===== src/rtl/jc_pkg.sv =====
// Shared types and constants for the Johnson-ring slot scheduler.
// Slot geometry defaults, FSM state encoding and the reset ownership map.
package jc_pkg;

  typedef enum logic [1:0] {
    IDLE  = 2'd0,
    SCAN  = 2'd1,
    GRANT = 2'd2
  } jc_state_e;

  localparam int STAGES_DFLT = 5;
  localparam int NSLOTS      = 2 * STAGES_DFLT;
  localparam int SLOT_W      = 4;
  localparam int OWN_W       = 3;

  // Reset ownership: requesters take slots round-robin.
  function automatic logic [OWN_W-1:0] default_owner(input int idx, input int n_req);
    default_owner = OWN_W'(idx % n_req);
  endfunction

endpackage


===== src/rtl/jc_ring.sv =====
// Johnson-counter slot ring: advances one step per adv, decodes the slot index.
// Illegal codes are flagged (legal=0) and replaced by 00000 on the next clock.
module jc_ring
  import jc_pkg::*;
#(
  parameter int STAGES = STAGES_DFLT
) (
  input  logic              clk,
  input  logic              rst,
  input  logic              adv,
  output logic [STAGES-1:0] jstate,
  output logic [SLOT_W-1:0] slot,
  output logic              legal
);

  logic [STAGES-1:0] jq;
  logic [STAGES-1:0] jinc;
  logic [STAGES-1:0] jinv;
  logic [STAGES-1:0] jinv_inc;
  logic [SLOT_W-1:0] ones;

  // Legal codes are 0*1* (filling) or 1*0* (draining): a single run of ones
  // anchored at one end, so x & (x+1) clears for one of x or ~x.
  always_comb begin
    jinc     = jq + STAGES'(1);
    jinv     = ~jq;
    jinv_inc = jinv + STAGES'(1);
    legal    = ((jq & jinc) == '0) || ((jinv & jinv_inc) == '0);
    ones     = SLOT_W'($countones(jq));
    slot     = jq[STAGES-1] ? (SLOT_W'(2 * STAGES) - ones) : ones;
  end

  always_ff @(posedge clk or negedge rst) begin
    if (!rst) begin
      jq <= '0;
    end else if (!legal) begin
      jq <= '0;
    end else if (adv) begin
      jq <= {jq[STAGES-2:0], ~jq[STAGES-1]};
    end
  end

  assign jstate = jq;

endmodule


===== src/rtl/jc_slot_sched.sv =====
// Slot scheduler: grants the shared resource to each slot's owner; gnt 1 cycle after req is seen in SCAN.
// Grant held until done or HOLD_MAX cycles; JC_WORK_CONSERVE_EN lends an idle owner's slot to the next requester.
module jc_slot_sched
  import jc_pkg::*;
#(
  parameter int N_REQ    = 4,
  parameter int STAGES   = STAGES_DFLT,
  parameter int HOLD_MAX = 8
) (
  input  logic              clk,
  input  logic              rst,
  input  logic              en,
  input  logic              cfg_we,
  input  logic [SLOT_W-1:0] cfg_slot,
  input  logic [OWN_W-1:0]  cfg_owner,
  input  logic [N_REQ-1:0]  req,
  input  logic [N_REQ-1:0]  done,
  output logic [N_REQ-1:0]  gnt,
  output logic [SLOT_W-1:0] slot,
  output logic [STAGES-1:0] jstate,
  output logic              busy,
  output logic              timeout
);

  localparam int NS = 2 * STAGES;
  localparam int HW = (HOLD_MAX > 1) ? $clog2(HOLD_MAX) : 1;

  jc_state_e          st;
  logic [OWN_W-1:0]   own [NS];
  logic [OWN_W-1:0]   cur_own;
  logic [OWN_W-1:0]   pick;
  logic [OWN_W-1:0]   sel_own;
  logic [N_REQ-1:0]   own_oh;
  logic [HW-1:0]      hold;
  logic               legal;
  logic               hit;
  logic               wc_hit;
  logic               done_g;
  logic               release_g;
  logic               adv;

  jc_ring #(.STAGES(STAGES)) u_ring (
    .clk    (clk),
    .rst    (rst),
    .adv    (adv),
    .jstate (jstate),
    .slot   (slot),
    .legal  (legal)
  );

  always_comb begin
    cur_own = (int'(slot) < NS) ? own[slot] : '0;
    own_oh  = N_REQ'(1) << cur_own;
    hit     = |(req & own_oh);
  end

`ifdef JC_WORK_CONSERVE_EN
  logic [2*N_REQ-1:0] req2;

  // Rotate so bit i is requester owner+i; the lowest set offset wins.
  always_comb begin
    req2   = {req, req} >> cur_own;
    wc_hit = 1'b0;
    pick   = cur_own;
    for (int i = N_REQ - 1; i >= 1; i--) begin
      if (req2[i]) begin
        wc_hit = 1'b1;
        pick   = OWN_W'((int'(cur_own) + i) % N_REQ);
      end
    end
  end
`else
  assign wc_hit = 1'b0;
  assign pick   = cur_own;
`endif

  assign sel_own   = hit ? cur_own : pick;
  assign done_g    = |(done & gnt);
  assign release_g = (st == GRANT) && (done_g || (hold == HW'(HOLD_MAX - 1)));
  assign busy      = (st == GRANT);

  always_comb begin
    adv = 1'b0;
    case (st)
      SCAN:    adv = en && legal && !hit && !wc_hit;
      GRANT:   adv = release_g;
      default: adv = 1'b0;
    endcase
  end

  always_ff @(posedge clk or negedge rst) begin
    if (!rst) begin
      st      <= IDLE;
      gnt     <= '0;
      hold    <= '0;
      timeout <= 1'b0;
    end else begin
      timeout <= 1'b0;
      case (st)
        IDLE: begin
          if (en) st <= SCAN;
        end
        SCAN: begin
          if (!en) begin
            st <= IDLE;
          end else if (legal && (hit || wc_hit)) begin
            gnt  <= N_REQ'(1) << sel_own;
            hold <= '0;
            st   <= GRANT;
          end
        end
        GRANT: begin
          if (release_g) begin
            gnt     <= '0;
            timeout <= !done_g;
            st      <= en ? SCAN : IDLE;
          end else begin
            hold <= hold + HW'(1);
          end
        end
        default: st <= IDLE;
      endcase
    end
  end

  always_ff @(posedge clk or negedge rst) begin
    if (!rst) begin
      for (int i = 0; i < NS; i++) own[i] <= default_owner(i, N_REQ);
    end else if (cfg_we && (int'(cfg_slot) < NS) && (int'(cfg_owner) < N_REQ)) begin
      own[cfg_slot] <= cfg_owner;
    end
  end

endmodule


===== config.mk =====
export PLATFORM = sky130hd
export DESIGN_NAME = jc_slot_sched
export DESIGN_NICKNAME = d
export VERILOG_FILES = /design/src/rtl/jc_pkg.sv /design/src/rtl/jc_ring.sv /design/src/rtl/jc_slot_sched.sv
export SDC_FILE = /design/constraint.sdc
export NUM_CORES = 1
export LEC_CHECK = 0
export BUFFER_PORTS_ARGS = -buffer_cell sky130_fd_sc_hd__buf_2
export CAP_MARGIN = 20
export CORE_MARGIN = 2
export CORE_UTILIZATION = 52
export DETAILED_ROUTE_END_ITERATION = 10
export PLACE_DENSITY = 0.76
export SETUP_SLACK_MARGIN = 0.05
export SLEW_MARGIN = 20
export SYNTH_ARGS = -nofsm -noshare
export SYNTH_HDL_FRONTEND = slang
export SYNTH_HIERARCHICAL = 1
export SYNTH_SLANG_ARGS = --single-unit

===== constraint.sdc =====
create_clock -name clk -period 4.19 [get_ports clk]
set_input_delay 0 -clock clk [delete_from_list [all_inputs] [get_ports clk]]
set_output_delay 0 -clock clk [all_outputs]
set_load 0.005 [all_outputs]

# Word level (Yosys, flattened, before mapping)
# Index checks and enable logic that the tools add are counted.
# word_totals
register_bits	45
inputBits	19
output_inout_bits	15
elab_cells	95
# classes
bitwise	8
add_sub_neg	8
mux	27
n_lt_le_gt_ge	6
shifts	1
n_eq_ne	10
reduce_logical	20
# op_table
op	n
bitwise mux 30 bit	1
2-to-1 mux 3 bit	7
2-to-1 mux 4 bit	4
binary-select mux 3 bit (select 4 bit)	1
demux 3 bit (select 4 bit)	1
adder 5 x 1 -> 5 bit (second input constant)	2
bitwise AND 5 bit	2
>= comparator 5 bit (second input constant)	2
zero test 5 bit	2
2-to-1 mux 5 bit	2
NOT 4 -> 5 bit	2
bitwise AND 4 bit	2
< comparator 4 bit (second input constant)	2
2-to-1 mux 2 bit	4
inequality test 2 bit (second input constant)	4
one-hot mux 4 bit (2 select lines)	1
AND reduction 4 bit	2
OR reduction 4 bit	2
logical AND 1 bit	7
one-hot mux 2 bit (3 select lines)	1
one-hot mux 3 bit (2 select lines)	1
< comparator 5 x 1 -> 1 bit (second input constant)	1
NOT 5 bit	1
adder 1 x 1 -> 2 bit	2
19 further kinds	24

# Longest topological paths before layout
# logic_depth
ltp_word	18
mapped_depth	20
mapped_depth_nobuf	18

# Hierarchy
# The synthesis kept the hierarchy.
# modules_own_cells
module	instances	seq_area_each_um2	cells_per_inst	area_per_inst_um2
jc_slot_sched	1	1012.2	177	2120.8
jc_ring	1	125.1	49	483.0

# Worst setup path before layout
# Ideal clock, no wire load.
# synth_timing
path_type	register to register
start	register u_ring.jq[0], in the netlist u_ring/jstate[0]
end	register u_ring.jq[1], in the netlist u_ring/jstate[1]
setup_time_ns	0.144
path_stages_with_launch	19
t_arrival_ns	4.369
n_path_buf	1
t_required_ns	4.046
period_less_slack_ns	4.513
slack_ns	-0.323
cell_sequence	dfrtp_1 fa_1 ha_1 ha_1 inv_1 fa_1 inv_1 ha_1 mux2i_1 or2_2 o22ai_1 o31a_2 mux2i_2 a21oi_1 a21o_1 a21boi_0 buf_4 mux2i_1 a21oi_1
# synth_via
elab_chain_len	17
elab_cells_between_ends	29
classes_between	add/sub (6); order compare (1); eq/ne (1); shift (1); mux (8); bitwise (5); reduce/logical (7)
# synth_lines
item	line_no	rtl
from (decl)	jc_ring.sv:16	logic [STAGES-1:0] jq;
from (signal assigned)	jc_ring.sv:39	jq <= {jq[STAGES-2:0], ~jq[STAGES-1]};
adder 1 x 1 -> 2 bit (not written as such) *	jc_ring.sv:29	ones = SLOT_W'($countones(jq));
adder 4 bit (not written as such) *	jc_ring.sv:29	
adder 4 x 1 -> 4 bit (not written as such) *	jc_ring.sv:29	
subtractor 4 bit	jc_ring.sv:30	slot = jq[STAGES-1] ? (SLOT_W'(2 * STAGES) - ones) : ones;
2-to-1 mux 4 bit *	jc_ring.sv:30	
named net slot[1]	jc_slot_sched.sv:19	output logic [SLOT_W-1:0] slot,
NOT 4 -> 5 bit (not written as such)	jc_slot_sched.sv:52	cur_own = (int'(slot) < NS) ? own[slot] : '0;
binary-select mux 3 bit (select 4 bit)	jc_slot_sched.sv:52	
(+3 left out)	--	
left shift 1 x 3 -> 4 bit *	jc_slot_sched.sv:53	own_oh = N_REQ'(1) << cur_own;
bitwise AND 4 bit *	jc_slot_sched.sv:54	hit = |(req & own_oh);
OR reduction 4 bit *	jc_slot_sched.sv:54	
zero test 1 bit *	jc_slot_sched.sv:85	SCAN: adv = en && legal && !hit && !wc_hit;
logical AND 1 bit *	jc_slot_sched.sv:85	
one-hot mux 1 bit (2 select lines) *	jc_slot_sched.sv:84	case (st)
named net adv	jc_slot_sched.sv:40	logic adv;
inequality test 2 x 1 -> 1 bit (no line) *	--	
# Mark *: on every way through the listed nets, which the timed path passes. The rest lies on a longest branch. The select of a mux whose other input is x is not followed.
# A chain may end at the register's enable or synchronous reset.

# Worst setup path in the final report
# layout_timing
start	register u_ring.jq[1], in the netlist u_ring/jstate[1]
end	register hold[0]
# layout_via
elab_chain_len	16
elab_cells_between_ends	25
classes_between	add/sub (6); order compare (1); eq/ne (1); shift (1); mux (5); bitwise (5); reduce/logical (6)
# layout_lines
item	line_no	rtl
adder 1 x 1 -> 2 bit (not written as such)	jc_ring.sv:29	
adder 4 bit (not written as such)	jc_ring.sv:29	
adder 4 x 1 -> 4 bit (not written as such)	jc_ring.sv:29	
subtractor 4 bit	jc_ring.sv:30	
2-to-1 mux 4 bit	jc_ring.sv:30	
NOT 4 -> 5 bit (not written as such)	jc_slot_sched.sv:52	
binary-select mux 3 bit (select 4 bit)	jc_slot_sched.sv:52	
2-to-1 mux 3 bit (not written as such) (2 in a row)	jc_slot_sched.sv:52	
2-to-1 mux 3 bit	jc_slot_sched.sv:52	
left shift 1 x 3 -> 4 bit	jc_slot_sched.sv:53	
bitwise AND 4 bit	jc_slot_sched.sv:54	
OR reduction 4 bit	jc_slot_sched.sv:54	
logical AND 1 bit *	jc_slot_sched.sv:106	end else if (legal && (hit || wc_hit)) begin
inequality test 2 bit (no line) *	--	
AND reduction 4 bit (no line) *	--	
to (signal assigned)	jc_slot_sched.sv:118	hold <= hold + HW'(1);
to (decl)	jc_slot_sched.sv:34	logic [HW-1:0] hold;
# Every way passes the cells marked *; elsewhere a longest branch is shown, timed or not. The select of a mux whose other input is x is not followed.

==> impl_metrics.env <==
export IMPL_outcome="finished with violations"
export IMPL_violations="setup timing"
export IMPL_net_switching_power_uw=869
export IMPL_synthMostInstantiatedCell="dfrtp_1"
export IMPL_synthCells=226
export IMPL_p_leak_uw=0.00158
export IMPL_slew_headroom=0.545
export IMPL_yosys_warnings=6
export IMPL_htree_levels=2
export IMPL_crit_fanout=5
export IMPL_numCtsBuffers=5
export IMPL_yosys_most_used_dff="dfrtp_1"
export IMPL_hold_viol=0
export IMPL_nNetsFinal=323
export IMPL_synth_largest_area_cell="dfrtp_1"
export IMPL_vias=1893
export IMPL_netlist_top_cells_count="dfrtp_1 (36), mux2_2 (21), mux2i_1 (18), inv_1 (15), nand2_1 (15)"
export IMPL_ys_types=58
export IMPL_dieArea_um2=5590
export IMPL_core_um2=4790
export IMPL_drt_iter0_drc=57
export IMPL_ys_top_cells_by_area="dfrtp_1 (35%), dfstp_2 (9.1%), mux2_2 (9.1%), mux2i_1 (6.9%), ha_1 (6.7%)"
export IMPL_synth_edf_count=0
export IMPL_firstDrtPassIters=4
export IMPL_ir_drop_mv=0.332
export IMPL_tightest_slew_ns=0.673
export IMPL_setup_ws_ns=-0.0582
export IMPL_routed_wl_um=5340
export IMPL_period_share=1.01
export IMPL_stdcell_count=356
export IMPL_crit_path_end_kind="register"
export IMPL_synthesis_area_um2=2600
export IMPL_finalSetupViolCount=8
export IMPL_clk_pin_slew_ns=0.08
export IMPL_synth_nets=261
export IMPL_synthArstFlopShare=1.00
export IMPL_ant_nets=0
export IMPL_clkSinkCount=45
export IMPL_r2r_setup_slack_ns=-0.06
export IMPL_synth_seq_area_share=0.437
export IMPL_drc=0
export IMPL_placed_cells=337
export IMPL_antenna_diode_count=0
export IMPL_drv_cap=0
export IMPL_clk_latency_ns=0.30
export IMPL_floorplan_initialDensity=0.544
export IMPL_gr_total_overflow=0
export IMPL_drive_above_1_share=0.446
export IMPL_dp_hpwl_um=3810
export IMPL_syn_avg_cell_area_um2=11.5
export IMPL_postLayoutCoreUtil=0.690
export IMPL_ios=34
export IMPL_grt_max_degree=46
export IMPL_rows=25
export IMPL_cp_required_ns=4.38
export IMPL_power_density_nw_per_um2=688
export IMPL_dieHeight_um=74.8
export IMPL_drt_wirelength_per_cell_um=15.0
export IMPL_max_freq_mhz=235
export IMPL_comb_power_share=0.600
export IMPL_rsz0062_at_grt="yes"
export IMPL_intPower_uw=1400
export IMPL_cts_tree="yes"
export IMPL_clock_skew_ns=0.00394
export IMPL_grt_pass1_wl_um=9220
export IMPL_grt_pass1_vias=2034
export IMPL_clockPowerShare=0.144
export IMPL_grt_usage=0.221
export IMPL_pwr_share_seq=0.256
export IMPL_post_route_min_period_ns=4.25
export IMPL_ys_seq_elements=45
export IMPL_hold_path_class="input pin to register"
export IMPL_crit_type="register to register"
export IMPL_vias_per_cell=5.32
export IMPL_antenna_found_initial=0
export IMPL_clockBufferDepth=2
export IMPL_synthToLayoutAreaGrowth_pct=26.9
export IMPL_synth_top_cell_area_share=0.346
export IMPL_die_w_um=74.8
export IMPL_clock_root_buffer="clkbuf_8"
export IMPL_slew_violations=0
export IMPL_gp_congestion=0.772
export IMPL_p_sw_frac=0.383
export IMPL_port_buffers=33
export IMPL_crit_arrival_ns=4.44
export IMPL_startpoint_type="register"
## logic make-up after synthesis
logic type      share of synthesized area
fa+ha+maj                          0.0827
mux                                 0.188
simple gates                        0.129
compound gates                      0.119
xor+xnor                          0.00673
flops                               0.437
buf+inv                            0.0375
## power groups by stage
stage,logic (uW),clock network [uW],registers [uW]
floorplan,834,0,592
global placement,1120,0,586
detailed placement,1140,0,589
CTS,1250,336,581
global route,1490,355,595
finish,1360,326,583
## placed cells by master, fill, tap and decap left out, drive strengths merged, types with 2 or more instances in the layout
cell type    instances
clkbuf               6
a21oi                8
nand2               15
dlygate4sd3          2
nor4bb               2
fa                   2
dfrtp               36
a21o                 3
nor2b                9
a211oi               3
nand3                3
o221ai               2
nor3                 3
inv                 16
a221oi               2
nand2b               2
a21boi               2
a32o                 2
mux4                 2
buf                 60
nor2                 6
and3                 3
mux2                22
mux2i               19
dfstp                9
and2                 8
o21ai                6
or2                  2
ha                  14
## registers in the layout, indices dropped and copies added (netlist names)
signal / cells
hold: 3
own: 30
gnt: 4
u_ring/jstate: 5
st: 2
timeout: 1
## metal layers
layer  vias up  global-route usage  part of all wire
li1        934                   -                 -
met1       912               0.264              0.44
met2        38               0.377              0.50
met3         9              0.0589             0.042
met4         0               0.101             0.022
met5         -                   0                 0
## critical path, stage by stage (launching register included)
cell      delay, ns
dfrtp_2        0.42
fa_1           0.52
ha_4           0.30
ha_4           0.13
inv_2          0.03
fa_1           0.52
inv_2          0.07
a21oi_2        0.24
xnor2_4        0.19
buf_4          0.17
mux4_2         0.27
nor2b_1        0.16
o21ai_1        0.20
nand4_1        0.20
a211oi_4       0.31
o21ai_2        0.10
mux2_4         0.31
## what timing repair did
action	in CTS	in global routing
gates resized for setup	8	6
setup endpoints to repair	13	14
gates cloned	0	0
hold endpoints to repair	37	0
hold buffers	2	0
pin swaps	12	2
setup buffers	7	2
## metrics by stage
stage / total power [uW] / worst slack [ns] / instance area [um2] / TNS [ns] / hold slack, ns
after floorplan: 1430 / -0.0188 / 2660 / -0.0716 / -0.296
after global placement: 1710 / 0.0303 / 3010 / 0 / 0.218
after detailed placement: 1730 / -0.0424 / 3010 / -0.242 / 0.212
after CTS: 2170 / -0.00115 / 3240 / -0.00115 / 0.0613
after global routing: 2440 / -0.253 / 3300 / -2.72 / 0.0667
final: 2270 / -0.0582 / 3300 / -0.200 / 0.0666
## final cells by class
class | count | area (um2)
clock inverter | 2 | 38.8
fill | 351 | 1480
clock buffer | 6 | 72.6
tap | 67 | 83.8
sequential | 45 | 1140
inverter | 15 | 56.3
multi-input combinational | 159 | 1520
timing repair buffer | 62 | 394
## worst paths after layout
| kind | start | to | depth (start not counted) |
|---|---|---|---|
| min reg2reg | own[26] | own[26] | 1 |
| min in group asynchronous | rst | own[26] | 2 |
| min | cfg_owner[0] | own[24] | 2 |
| max | u_ring/jstate[1] | hold[0] | 16 |
| max reg2reg | u_ring/jstate[1] | hold[0] | 16 |
| max in group asynchronous | rst | u_ring/jstate[0] | 2 |
Power figures use the tool's default switching activity.
